[config.mk]
export PLATFORM = sky130hd
export DESIGN_NAME = cu_if
export DESIGN_NICKNAME = d
export VERILOG_FILES = /design/src/rtl/cu_pkg.sv /design/src/rtl/if_fifo.sv /design/src/rtl/cu_if.sv
export SDC_FILE = /design/constraint.sdc
export NUM_CORES = 1
export LEC_CHECK = 0
export ABC_AREA = 0
export BUFFER_PORTS_ARGS = -buffer_cell sky130_fd_sc_hd__buf_2
export CAP_MARGIN = 20
export CORE_AREA = 4 4 130 132
export DETAILED_ROUTE_END_ITERATION = 10
export DIE_AREA = 0 0 134 136
export HOLD_SLACK_MARGIN = 0.06
export PLACE_DENSITY = 0.89
export SKIP_LAST_GASP = 1
export SYNTH_ARGS = -nofsm -noshare
export SYNTH_HDL_FRONTEND = slang
export SYNTH_SLANG_ARGS = --single-unit
[constraint.sdc]
create_clock -name soc_clk -period 7.06 [get_ports soc_clk]
set_clock_uncertainty 0.2 [all_clocks]
set_input_delay 0.706 -clock soc_clk [delete_from_list [all_inputs] [get_ports soc_clk]]
set_output_delay 0.706 -clock soc_clk [all_outputs]
set_load 0.01 [all_outputs]
[src/rtl/cu_pkg.sv]
// Shared definitions for the instruction-fetch unit: reset defaults,
// the NOP word shown while the buffer is empty, FSM states and the
// layout of one buffered fetch entry.
package cu_pkg;

  localparam logic [31:0] RESET_PC_DEF = 32'h0000_0000;
  localparam int          IF_DEPTH_DEF = 2;
  localparam logic [31:0] NOP_INSTR    = 32'h0000_0013;
  localparam int          ENTRY_W      = 65;

  typedef enum logic [1:0] {
    IF_BOOT  = 2'd0,
    IF_FETCH = 2'd1,
    IF_DRAIN = 2'd2
  } if_state_t;

  // One buffered fetch: {pc, instruction, bus error}
  typedef struct packed {
    logic [31:0] pc;
    logic [31:0] instr;
    logic        err;
  } if_entry_t;

  // Sequential fetch address; 32-bit arithmetic wraps FFFF_FFFC -> 0
  function automatic logic [31:0] pc_next(input logic [31:0] pc);
    return pc + 32'd4;
  endfunction

  // Redirect targets are word aligned
  function automatic logic [31:0] word_align(input logic [31:0] addr);
    return addr & 32'hFFFF_FFFC;
  endfunction

endpackage

[src/rtl/if_fifo.sv]
// Instruction buffer: DEPTH entries of 65 bits, synchronous flush with
// priority over push/pop, push accepted on a full buffer when a pop
// happens in the same cycle.
module if_fifo
  import cu_pkg::*;
#(
  parameter  int DEPTH = IF_DEPTH_DEF,
  localparam int CW    = $clog2(DEPTH + 1),
  localparam int AW    = (DEPTH > 1) ? $clog2(DEPTH) : 1
) (
  input  logic               clk,
  input  logic               rst_n,
  input  logic               flush,
  input  logic               push,
  input  logic               pop,
  input  logic [ENTRY_W-1:0] wdata,
  output logic [ENTRY_W-1:0] rdata,
  output logic               full,
  output logic               empty,
  output logic [CW-1:0]      count
);

  logic [ENTRY_W-1:0] mem_q [DEPTH];
  logic [ENTRY_W-1:0] mem_d [DEPTH];
  logic [AW-1:0]      wr_ptr_q, wr_ptr_d;
  logic [AW-1:0]      rd_ptr_q, rd_ptr_d;
  logic [CW-1:0]      count_q, count_d;
  logic               do_pop_s, do_push_s;

  // Pointer advance with wrap for non-power-of-two depths
  function automatic logic [AW-1:0] ptr_inc(input logic [AW-1:0] p);
    if (p == AW'(DEPTH - 1)) begin
      return '0;
    end else begin
      return p + AW'(1);
    end
  endfunction

  // Next-state for storage, pointers and occupancy
  always_comb begin
    mem_d     = mem_q;
    wr_ptr_d  = wr_ptr_q;
    rd_ptr_d  = rd_ptr_q;
    count_d   = count_q;
    do_pop_s  = pop && (count_q != '0);
    do_push_s = push && ((count_q != CW'(DEPTH)) || do_pop_s);
    if (flush) begin
      wr_ptr_d = '0;
      rd_ptr_d = '0;
      count_d  = '0;
    end else begin
      if (do_push_s) begin
        mem_d[wr_ptr_q] = wdata;
        wr_ptr_d        = ptr_inc(wr_ptr_q);
      end else begin
        wr_ptr_d = wr_ptr_q;
      end
      if (do_pop_s) begin
        rd_ptr_d = ptr_inc(rd_ptr_q);
      end else begin
        rd_ptr_d = rd_ptr_q;
      end
      case ({do_push_s, do_pop_s})
        2'b10:   count_d = count_q + CW'(1);
        2'b01:   count_d = count_q - CW'(1);
        default: count_d = count_q;
      endcase
    end
  end

  // Buffer state register
  always_ff @(posedge clk or negedge rst_n) begin
    if (!rst_n) begin
      for (int i = 0; i < DEPTH; i++) begin
        mem_q[i] <= '0;
      end
      wr_ptr_q <= '0;
      rd_ptr_q <= '0;
      count_q  <= '0;
    end else begin
      mem_q    <= mem_d;
      wr_ptr_q <= wr_ptr_d;
      rd_ptr_q <= rd_ptr_d;
      count_q  <= count_d;
    end
  end

  assign rdata = mem_q[rd_ptr_q];
  assign full  = (count_q == CW'(DEPTH));
  assign empty = (count_q == '0);
  assign count = count_q;

endmodule

[src/rtl/cu_if.sv]
// Instruction fetch unit: issues credit-limited word fetches, buffers
// in-order responses with their PC, and flushes/restarts on redirect,
// discarding responses to requests issued before the redirect.
module cu_if
  import cu_pkg::*;
#(
  parameter logic [31:0] RESET_PC = RESET_PC_DEF,
  parameter int          IF_DEPTH = IF_DEPTH_DEF
) (
  input  logic        soc_clk,
  input  logic        IF_reset_n,
  input  logic        IF_stall,
  input  logic        redirect_valid,
  input  logic [31:0] redirect_pc,
  output logic        mem_req,
  output logic [31:0] mem_addr,
  input  logic        mem_gnt,
  input  logic        mem_rvalid,
  input  logic [31:0] mem_rdata,
  input  logic        mem_err,
  input  logic        IDU_ready,
  output logic        Fetch_ready,
  output logic [31:0] Cu_IR,
  output logic [31:0] IF_pc,
  output logic        fetch_err
);

  localparam int            CW      = $clog2(IF_DEPTH + 1);
  localparam logic [CW:0]   DEPTH_W = (CW + 1)'(IF_DEPTH);

  if_state_t      state_q, state_d;
  logic [31:0]    fetch_pc_q, fetch_pc_d;
  logic [31:0]    rsp_pc_q, rsp_pc_d;   // PC of the oldest outstanding request
  logic [CW-1:0]  outst_q, outst_d;

  logic [ENTRY_W-1:0] head_s;
  if_entry_t          head_e_s;
  if_entry_t          push_e_s;
  logic               full_s, empty_s;
  logic [CW-1:0]      count_s;
  logic [CW:0]        credit_s;
  logic               mem_req_s, grant_s, rsp_ok_s, push_s, pop_s;

  // Request gating, handshakes and buffer control
  always_comb begin
    credit_s  = {1'b0, outst_q} + {1'b0, count_s};
    mem_req_s = (state_q == IF_FETCH) && (credit_s < DEPTH_W) && !redirect_valid;
    grant_s   = mem_req_s && mem_gnt;
    // A response with nothing outstanding is a protocol error and is ignored
    rsp_ok_s  = mem_rvalid && (outst_q != '0);
    pop_s     = !empty_s && IDU_ready && !IF_stall && !redirect_valid;
    push_s    = rsp_ok_s && (state_q == IF_FETCH) && !redirect_valid
                && (!full_s || pop_s);
    push_e_s.pc    = rsp_pc_q;
    push_e_s.instr = mem_rdata;
    push_e_s.err   = mem_err;
  end

  // FSM next state, fetch/response PCs and outstanding count
  always_comb begin
    state_d    = state_q;
    fetch_pc_d = fetch_pc_q;
    rsp_pc_d   = rsp_pc_q;
    outst_d    = outst_q;

    case ({grant_s, rsp_ok_s})
      2'b10:   outst_d = outst_q + CW'(1);
      2'b01:   outst_d = outst_q - CW'(1);
      default: outst_d = outst_q;
    endcase

    if (redirect_valid) begin
      fetch_pc_d = word_align(redirect_pc);
      rsp_pc_d   = word_align(redirect_pc);
      if ((state_q != IF_BOOT) && (outst_q != '0)) begin
        state_d = IF_DRAIN;
      end else begin
        state_d = IF_FETCH;
      end
    end else begin
      case (state_q)
        IF_BOOT: begin
          state_d = IF_FETCH;
        end
        IF_FETCH: begin
          if (grant_s) begin
            fetch_pc_d = pc_next(fetch_pc_q);
          end else begin
            fetch_pc_d = fetch_pc_q;
          end
          if (push_s) begin
            rsp_pc_d = pc_next(rsp_pc_q);
          end else begin
            rsp_pc_d = rsp_pc_q;
          end
        end
        IF_DRAIN: begin
          if (outst_q == '0) begin
            state_d = IF_FETCH;
          end else begin
            state_d = IF_DRAIN;
          end
        end
        default: begin
          state_d = IF_BOOT;
        end
      endcase
    end
  end

  // Control state register
  always_ff @(posedge soc_clk or negedge IF_reset_n) begin
    if (!IF_reset_n) begin
      state_q    <= IF_BOOT;
      fetch_pc_q <= RESET_PC;
      rsp_pc_q   <= RESET_PC;
      outst_q    <= '0;
    end else begin
      state_q    <= state_d;
      fetch_pc_q <= fetch_pc_d;
      rsp_pc_q   <= rsp_pc_d;
      outst_q    <= outst_d;
    end
  end

  if_fifo #(.DEPTH(IF_DEPTH)) u_fifo (
    .clk   (soc_clk),
    .rst_n (IF_reset_n),
    .flush (redirect_valid),
    .push  (push_s),
    .pop   (pop_s),
    .wdata (push_e_s),
    .rdata (head_s),
    .full  (full_s),
    .empty (empty_s),
    .count (count_s)
  );

  assign head_e_s    = if_entry_t'(head_s);
  assign mem_req     = mem_req_s;
  assign mem_addr    = fetch_pc_q;
  assign Fetch_ready = !empty_s;
  assign Cu_IR       = empty_s ? NOP_INSTR : head_e_s.instr;
  assign IF_pc       = empty_s ? 32'h0000_0000 : head_e_s.pc;
  assign fetch_err   = empty_s ? 1'b0 : head_e_s.err;

endmodule

==> results of run 1 <==
critical path, delay by kind of cell:
family / cells / cell delay, ps
muxes: 1 / 400
buffers and inverters: 4 / 1020
and+or+nand+nor: 4 / 1520
Yosys cell counts (all sizes together), types with 2 or more instances:
cell | count | share of area
nand4 | 17 | 0.011
xor2 | 17 | 0.016
and4 | 3 | 0.0028
or3 | 2 | 0.0013
clkbuf | 24 | 0.0095
nor3 | 11 | 0.0058
or3b | 2 | 0.0019
mux2i | 67 | 0.071
o21ai | 34 | 0.018
a31oi | 5 | 0.0033
xnor2 | 13 | 0.012
buf | 25 | 0.015
and2 | 5 | 0.0033
nand3 | 37 | 0.020
a2111oi | 2 | 0.0058
nand2b | 2 | 0.0013
o311ai | 15 | 0.014
nor4 | 5 | 0.0060
ha | 3 | 0.0040
and3 | 7 | 0.0046
a21oi | 12 | 0.0064
nand2 | 60 | 0.025
nor2 | 80 | 0.033
mux2 | 132 | 0.16
a211oi | 2 | 0.0016
inv | 13 | 0.0052
dfrtp | 194 | 0.51
o211ai | 21 | 0.017
per-stage QoR:
stage	area, um2	setup WS (ps)
after floorplan	9470	4300
after global placement	10400	2820
after detailed placement	10400	2760
after CTS	11000	3210
after global routing	11100	3370
final	11100	3470
worst min-delay path by stage:
| stage | start | end | slack (ps) | depth (start not counted) |
|---|---|---|---|---|
| 2_1_floorplan | IF_reset_n | mem_addr[10] | 210 | 0 |
| 3_3_place_gp | u_fifo.mem_q[112] | u_fifo.mem_q[112] | 270 | 1 |
| 3_5_place_dp | u_fifo.mem_q[102] | u_fifo.mem_q[102] | 270 | 1 |
| 4_1_cts | IF_reset_n | u_fifo.mem_q[26] | 220 | 1 |
| 5_1_grt | IF_reset_n | u_fifo.mem_q[92] | 250 | 1 |
| 6_report | IF_reset_n | u_fifo.mem_q[91] | 210 | 1 |
area by class of cell:
type                       count  area [um2]
clock buffer                  19         433
clock inverter                13         180
fill                        1125        4610
inverter                      13        48.8
multi-input combinational    571        4340
sequential                   194        4860
tap                          216         270
timing repair buffer         176         972
cell families (layout without fill, tap and decap cells):
| family | count (synthesis) | after routing | synth area share |
|---|---|---|---|
| compound gates | 96 | 96 | 0.0704 |
| xor+xnor | 30 | 30 | 0.0278 |
| fa+ha+maj | 4 | 4 | 0.00609 |
| buf+inv | 62 | 221 | 0.0300 |
| flops | 194 | 194 | 0.513 |
| mux | 199 | 199 | 0.228 |
| other cells | 1 | 4 | 0.000397 |
| simple gates | 238 | 238 | 0.124 |
per-layer routing:
layer  part of all wire  vias up  track usage  wire length [um]
met5            0.00096        -            0                21
met4              0.016        4       0.0714               341
met3              0.071       37       0.0588              1560
met2               0.46      306        0.393             10100
met1               0.45     3513        0.334              9820
li1                   -     3247            -                 -
power by group through the flow:
stage | sequential, mW | combinational, mW | clock (mW)
floorplan | 1.66 | 0.665 | 0
global placement | 1.70 | 0.849 | 0
detailed placement | 1.72 | 0.890 | 0
CTS | 1.71 | 0.896 | 1.03
global route | 1.75 | 0.997 | 1.07
finish | 1.70 | 0.901 | 1.01
registers in the layout, summed over array words and instances, names as in the netlist:
register / count
state_q: 2
u_fifo.rd_ptr_q: 1
u_fifo.wr_ptr_q: 1
u_fifo.count: 2
mem_addr: 30
outst_q: 2
u_fifo.mem_q: 126
rsp_pc_q: 30
==> qor.yml, run 1 <==
reg2reg_to: "u_fifo.mem_q[47]"
seq_power_share: 0.472
max_freq_mhz: 279
whs_ps: 208
worstMarginPinSlew_ps: 922
clock_path_buffers: 2
internal-power_mw: 2.54
p_per_area_mw_per_mm2: 325
nets: 1049
drive_above_1_share: 0.353
grt_pass1_vias: 7068
cp.required_ps: 7170
path_class: "input pin to flip-flop"
drv_slew: 0
worstSetupEndpoint: "u_fifo.mem_q[89]"
ir_drop_uv: 188
relSlewSlack: 0.385
postCtsHoldBufs: 0
critPathMaxFanout: 58
fin_crit_sh: 0.508
hold_viol_final: 0
path_cells: "buf_2 > buf_4 > or3b_1 > nor2_2 > nand2_1 > nor2_4 > buf_16 > buf_4 > mux2_2"
cts_sinks: 194
dp_hpwl_mm: 14.4
diodes: 0
fp.dieH_um: 136
switchingPower_mw: 1.07
drtIter0Drc: 435
yosysSeqAreaShare: 0.513
via_count: 7107
hold_class: "input pin to asynchronous set/reset pin"
clk_pin_slew_ps: 70
cts_buffers: 17
max_cap_violations: 0
swShare: 0.296
synthCells: 824
grt_pass1_wl_mm: 35.6
drt-total-wl_mm: 21.8
pwr-share-clk: 0.279
slowest_delay_ps: 620
grt_start_max_net_pins: 112
ctsRootBufferMaster: "clkbuf_16"
pin_count: 171
leakage_nw: 5.02
cp_common_cell: "buf_4"
initial_core_util: 0.602
layout_min_cycle_time_ps: 3590
first_pass_iters: 5
grt-ovfl-total: 0
cts-resized-gates: 0
final-instance-count-excl-fill: 1202
start_kind: "input pin"
post_cts_buffers: 0
avgRoutedWirePerCell_um: 18.1
rows: 46
tns_ps: 0
drcViolationCount: 0
ys_seq_elements: 194
grt_setup_unrepaired: "no"
place_inst: 1167
ys_warn_count: 0
grt_usage: 0.245
setup_viol: 0
synth_flop_cell: "dfrtp_1"
place.gp.congestion: 0.866
status: "completed"
antenna_found_initial: 2
critPathLaunch: "redirect_valid"
htree_levels: 4
die_x_um: 134
numPortBuffers: 164
async_reset_ff_frac: 1.00
synthToLayoutAreaGrowth_pct: 17.4
ant_nets: 0
power.share.combinational: 0.250
syn_area_per_cell_um2: 11.5
synth_cell_type_count: 55
worstReg2RegStart: "outst_q[0]"
cp_slowest_cell: "or3b_1"
clk_latency_ps: 430
syn_area_mm2: 0.00945
via_per_inst: 5.91
synth_edf_count: 0
fin_util: 0.707
cts_tree: "built"
mostFrequentLayoutCells: "dfrtp_1 (193), buf_2 (163), mux2_2 (124), nor2_1 (77), mux2i_1 (67)"
reg2reg_depth: 6
layout_commonest_cell: "dfrtp_1"
worstSetupEndpointType: "flip-flop"
r2r_slack_ps: 3790
p_total_mw: 3.61
die_area_mm2: 0.0182
fp.coreArea_mm2: 0.0157
arrival_ps: 3700
Power figures use the tool's default switching activity.
==> inputs of run 2 (changes only) <==
--- a/config.mk
+++ b/config.mk
@@ -8,11 +8,11 @@
 export ABC_AREA = 0
 export BUFFER_PORTS_ARGS = -buffer_cell sky130_fd_sc_hd__buf_2
 export CAP_MARGIN = 20
-export CORE_AREA = 4 4 130 132
+export CORE_AREA = 4 4 142 144
 export DETAILED_ROUTE_END_ITERATION = 10
-export DIE_AREA = 0 0 134 136
+export DIE_AREA = 0 0 146 148
 export HOLD_SLACK_MARGIN = 0.06
-export PLACE_DENSITY = 0.89
+export PLACE_DENSITY = 0.8
 export SKIP_LAST_GASP = 1
 export SYNTH_ARGS = -nofsm -noshare
 export SYNTH_HDL_FRONTEND = slang
==> constraint.sdc (replaced) <==
create_clock -name soc_clk -period 3.2 [get_ports soc_clk]
set_clock_uncertainty 0.2 [all_clocks]
set_input_delay 0.32 -clock soc_clk [delete_from_list [all_inputs] [get_ports soc_clk]]
set_output_delay 0.32 -clock soc_clk [all_outputs]
set_load 0.01 [all_outputs]
==> run 2 against run 1 <==
Utilization fell by 7.6 points. Power increased by 120%. Global-route usage decreased by 3.0 points. Clock-buffer cell count down 2. Critical path depth is 2 lower. Sequential cell count is the same. Via count grew 3.9%. Largest cell class unchanged. Setup slack worse by 3200 ps. Sequential power grew 120%. Cell area increased by 6.2%. Combinational power grew 130%. Die area increased by 19%. Critical path type is now flip-flop to flip-flop.
==> qor.yml, run 2 (synthesis results as in run 1) <==
clk_latency_ps: 430  # about the same
fp.dieH_um: 148  # was 136 um
fp.coreArea_mm2: 0.0187  # was 0.0157 mm2
die_area_mm2: 0.0216  # was 0.0182 mm2
layout_commonest_cell: "dfrtp_1"  # unchanged
dp_hpwl_mm: 15.0  # was 14.4 mm
arrival_ps: 3050  # was 3700 ps
mostFrequentLayoutCells: "dfrtp_1 (193), buf_2 (163), mux2_2 (124), nor2_1 (77), mux2i_1 (67)"  # unchanged
layout_min_cycle_time_ps: 2960
whs_ps: 127  # was 208 ps
htree_levels: 4  # unchanged
via_per_inst: 5.71  # was 5.91
die_x_um: 146  # was 134 um
ant_nets: 0  # unchanged
cp.required_ps: 3290  # was 7170 ps
grt_setup_unrepaired: "no"  # unchanged
cp_slowest_cell: "fa_1"  # was or3b_1
clock_path_buffers: 2  # unchanged
leakage_nw: 5.30  # was 5.02 nW
critPathMaxFanout: 12  # was 58
hold_viol_final: 0  # unchanged
grt_pass1_wl_mm: 37.9  # was 35.6 mm
path_class: "flip-flop to flip-flop"  # was input pin to flip-flop
ir_drop_uv: 466  # was 188 uV
worstSetupEndpointType: "flip-flop"  # unchanged
status: "completed"  # unchanged
rows: 50  # was 46
synthToLayoutAreaGrowth_pct: 24.7  # was 17.4%
cts_sinks: 194  # unchanged
cts_buffers: 17  # unchanged
drv_slew: 0  # unchanged
drt-total-wl_mm: 23.0  # was 21.8 mm
post_cts_buffers: 0  # unchanged
fillers: 1395  # was 1125
diodes: 0  # unchanged
grt_start_max_net_pins: 90  # was 112
drive_above_1_share: 0.338  # was 0.353
tns_ps: 0  # unchanged
drcViolationCount: 0  # unchanged
numPortBuffers: 164  # unchanged
via_count: 7382  # was 7107
start_kind: "flip-flop"  # was input pin
fin_crit_sh: 0.924
place.gp.congestion: 0.874  # was 0.866
relSlewSlack: 0.361  # was 0.385
cts_tree: "built"  # unchanged
ctsRootBufferMaster: "clkbuf_16"  # unchanged
initial_core_util: 0.505  # was 0.602
first_pass_iters: 5  # unchanged
largest_reg_flops: 126  # unchanged
top_register: "u_fifo.mem_q"  # unchanged
worstMarginPinSlew_ps: 958  # was 922 ps
grt_pass1_vias: 7444  # was 7068
max_freq_mhz: 338
grt-ovfl-total: 0  # unchanged
avgRoutedWirePerCell_um: 17.8  # was 18.1 um
clk_pin_slew_ps: 80  # was 70 ps
drtIter0Drc: 479  # was 435
max_cap_violations: 0  # unchanged
pin_count: 171  # unchanged
p_per_area_mw_per_mm2: 670  # was 325 mW/mm2
antenna_found_initial: 1  # was 2
hold_class: "input pin to flip-flop"  # was input pin to asynchronous set/reset pin
path_cells: "and2_1 > fa_1 > nor4b_4 > nor2_1 > buf_4 > o21ai_0 > o211ai_1"  # was buf_2 > buf_4 > or3b_1 > nor2_2 > nand2_1 > nor2_4 > buf_16 > buf_4 > mux2_2
grt_usage: 0.215  # was 0.245
nets: 1121  # was 1049
slowest_delay_ps: 500  # was 620 ps
r2r_slack_ps: 240  # was 3790 ps
setup_viol: 0  # unchanged
==> run 2: cell types whose count changed in the layout (fill, tap and decap cells not counted) <==
cell           delta
buf_4             +7
buf_16            -2
buf_12            +3
clkinv_8          +1
clkinv_2          -2
dlygate4sd3_1    +64
inv_8             +3
bufinv_16         -3
clkinvlp_4        +3
clkbuf_1          -2
==> run 2: cell type report <==
cell class	instances	area, um2	share of cell area
sequential	194	4860	0.412
multi-input combinational	571	4340	0.368
timing repair buffer	248	1670	0.142
clock buffer	17	425	0.0361
tap	234	293	0.0248
clock inverter	15	153	0.0129
inverter	13	48.8	0.00414
==> run 2: path summary, 6_finish.rpt <==
kind	from	end	depth (start not counted)
max in group asynchronous	IF_reset_n	mem_addr[28]	3
worst max-delay path	u_fifo.count[0]	mem_addr[13]	7
min in group asynchronous	IF_reset_n	mem_addr[27]	2
worst min-delay path	IDU_ready	u_fifo.rd_ptr_q	4
worst min register to register	u_fifo.mem_q[102]	u_fifo.mem_q[102]	1
worst max register to register	u_fifo.count[0]	mem_addr[13]	7
==> run 2: power by group <==
group	switching (mW)	total (mW)	leakage (nW)	internal, mW
Clock	0.979	2.08	0.279	1.10
Combinational	0.946	2.06	2.58	1.12
Sequential	0.518	3.75	2.44	3.24
Total	2.44	7.90	5.30	5.45
==> run 2: repair_timing <==
| item | CTS | global route |
|---|---|---|
| hold buffers | 64 | 0 |
| hold endpoints to repair | 211 | 0 |
| gates resized for setup | 0 | 0 |
==> run 2: critical path: cells and delay by family (launching register included) <==
kind            cells  cell delay, ps
compound gates      2             470
flops               1             460
simple gates        3             930
buf+inv             1             270
fa+ha+maj           1             500
==> run 2: stage by stage <==
step	utilization	setup WS, ps	power, mW	cell area [um2]	cells
after detailed placement	0.565	345	5.79	10600	1196
after floorplan	-	568	5.13	9470	827
after global routing	0.630	111	8.38	11800	1292
final	0.630	243	7.90	11800	1292
after CTS	0.630	340	7.95	11800	1292
after global placement	0.565	395	5.67	10600	1196
==> run 2: metal layers <==
metal / global-route usage / vias up / part of all wire
li1: - / 3380 / -
met1: 0.295 / 3648 / 0.45
met2: 0.348 / 318 / 0.47
met3: 0.0463 / 34 / 0.066
met4: 0.0602 / 2 / 0.015
met5: 0 / - / 0.00030
==> inputs of run 3 (changes only) <==
==> constraint.sdc (replaced) <==
create_clock -name soc_clk -period 3.2 [get_ports soc_clk]
set_clock_uncertainty 0.2 [all_clocks]
set_input_delay 0.8 -clock soc_clk [delete_from_list [all_inputs] [get_ports soc_clk]]
set_output_delay 0.8 -clock soc_clk [all_outputs]
set_load 0.01 [all_outputs]
==> run 3 against run 2 <==
Critical path depth down 3. Maximum frequency down 3.5%. Combinational power down 3%. Global-route usage down 1.0 points. Cell count down 4.8%. Via count down 4.5%. Largest cell class unchanged. Largest power group unchanged. Highest routed layer unchanged.
==> qor.yml, run 3 (synthesis results as in run 1) <==
layout_min_cycle_time_ps: 3060  # was 2960 ps
largest_reg_flops: 126  # unchanged
grt_pass1_vias: 7054  # was 7444
numPortBuffers: 164  # unchanged
fin_crit_sh: 0.957  # was 0.924
initial_core_util: 0.505  # unchanged
max_cap_violations: 0  # unchanged
die_area_mm2: 0.0216  # unchanged
tns_ps: 0  # unchanged
nets: 1058  # was 1121
rows: 50  # unchanged
grt_pass1_wl_mm: 36.0  # was 37.9 mm
avgRoutedWirePerCell_um: 17.7  # was 17.8 um
clk_pin_slew_ps: 70  # was 80 ps
place_inst: 1197  # was 1196
critPathMaxFanout: 32  # was 12
drt-total-wl_mm: 21.7  # was 23.0 mm
fp.coreArea_mm2: 0.0187  # unchanged
post_cts_buffers: 0  # unchanged
relSlewSlack: 0.478  # was 0.361
drcViolationCount: 0  # unchanged
ir_drop_uv: 415  # was 466 uV
cts_tree: "built"  # unchanged
clk_latency_ps: 430  # about the same
drv_slew: 0  # unchanged
status: "completed"  # unchanged
drtIter0Drc: 458  # was 479
leakage_nw: 5.06  # was 5.30 nW
clock_path_buffers: 2  # unchanged
layout_commonest_cell: "dfrtp_1"  # unchanged
ant_nets: 0  # unchanged
cts-resized-gates: 0  # unchanged
grt_start_max_net_pins: 77  # was 90
dp_hpwl_mm: 15.0  # about the same
drive_above_1_share: 0.360  # was 0.338
ctsRootBufferMaster: "clkbuf_16"  # unchanged
path_class: "flip-flop to primary output"  # was flip-flop to flip-flop
hold_viol_final: 0  # unchanged
htree_levels: 4  # unchanged
start_kind: "flip-flop"  # unchanged
pin_count: 171  # unchanged
mostFrequentLayoutCells: "dfrtp_1 (193), buf_2 (163), mux2_2 (124), nor2_1 (77), mux2i_1 (67)"  # unchanged
die_x_um: 146  # unchanged
antenna_found_initial: 3  # was 1
max_freq_mhz: 326  # was 338 MHz
fp.dieH_um: 148  # unchanged
hold_class: "input pin to asynchronous set/reset pin"  # was input pin to flip-flop
place.gp.congestion: 0.871  # was 0.874
top_register: "u_fifo.mem_q"  # unchanged
via_per_inst: 5.73  # was 5.71
grt-ovfl-total: 0  # unchanged
first_pass_iters: 6  # was 5
cts_buffers: 17  # unchanged
worstMarginPinSlew_ps: 776  # was 958 ps
cp.required_ps: 2200  # was 3290 ps
synthToLayoutAreaGrowth_pct: 18.4  # was 24.7%
grt_usage: 0.204  # was 0.215
grt_setup_unrepaired: "no"  # unchanged
via_count: 7048  # was 7382
postCtsHoldBufs: 0  # was 64
p_per_area_mw_per_mm2: 699  # was 670 mW/mm2
worstSetupEndpointType: "primary output"  # was flip-flop
setup_viol: 0  # unchanged
arrival_ps: 2060  # was 3050 ps
final-instance-count-excl-fill: 1230  # was 1292
cts_sinks: 194  # unchanged
[run 3: cell types whose count changed in the layout (fill, tap and decap cells not counted), sizes merged]
| cell | before | now |
|---|---|---|
| clkbuf | 18 | 19 |
| diode | 0 | 1 |
| clkinv | 5 | 7 |
| buf | 183 | 184 |
| dlygate4sd3 | 64 | 0 |
| clkinvlp | 3 | 0 |
[run 3: metal layers]
layer  GRT usage  routed length, um
met1       0.287               9890
met2       0.322              10000
met3      0.0481               1530
met4      0.0546                294
met5           0                 21
[run 3: cell type report]
type                       instances  area, um2
clock inverter                    14        145
inverter                          13       48.8
multi-input combinational        571       4340
clock buffer                      18        429
fill                            1527       7510
timing repair buffer             185       1070
tap                              234        293
sequential                       194       4860
antenna                            1       2.50
[run 3: metrics by stage]
stage               hold WS [ps]  instance area [um2]  total power, mW  setup WS, ps  utilization
finish                       178                11200             7.83           136        0.598
detailed placement           279                10600             5.82           122        0.567
global placement             268                10600             5.69           136        0.567
global route                 223                11200             8.31          39.1        0.598
CTS                          208                11200             7.91           103        0.598
floorplan                    257                 9470             5.13           348            -
[run 3: final timing paths]
path | endpoint | startpoint | cells past startpoint | slack [ps]
max in group asynchronous | u_fifo.mem_q[48] | IF_reset_n | 2 | 1870
worst max-delay path | Cu_IR[31] | u_fifo.rd_ptr_q | 4 | 140
worst min register to register | u_fifo.mem_q[102] | u_fifo.mem_q[102] | 1 | 290
worst max register to register | mem_addr[31] | u_fifo.count[0] | 9 | 410
min in group soc_clk | u_fifo.mem_q[102] | u_fifo.mem_q[102] | 1 | 290
worst min-delay path | mem_addr[27] | IF_reset_n | 1 | 180
[run 3: where the power goes]
group / leakage [nW] / switching [mW] / internal [mW]
Combinational: 2.33 / 0.914 / 1.08
Clock: 0.284 / 0.979 / 1.10
Sequential: 2.44 / 0.518 / 3.24
[run 3: worst max-delay path, cell delays in order, from the launching register on]
cell and delay (ps):
dfrtp_4 820, buf_12 300, mux2i_1 270, nor2_1 80, buf_2 140
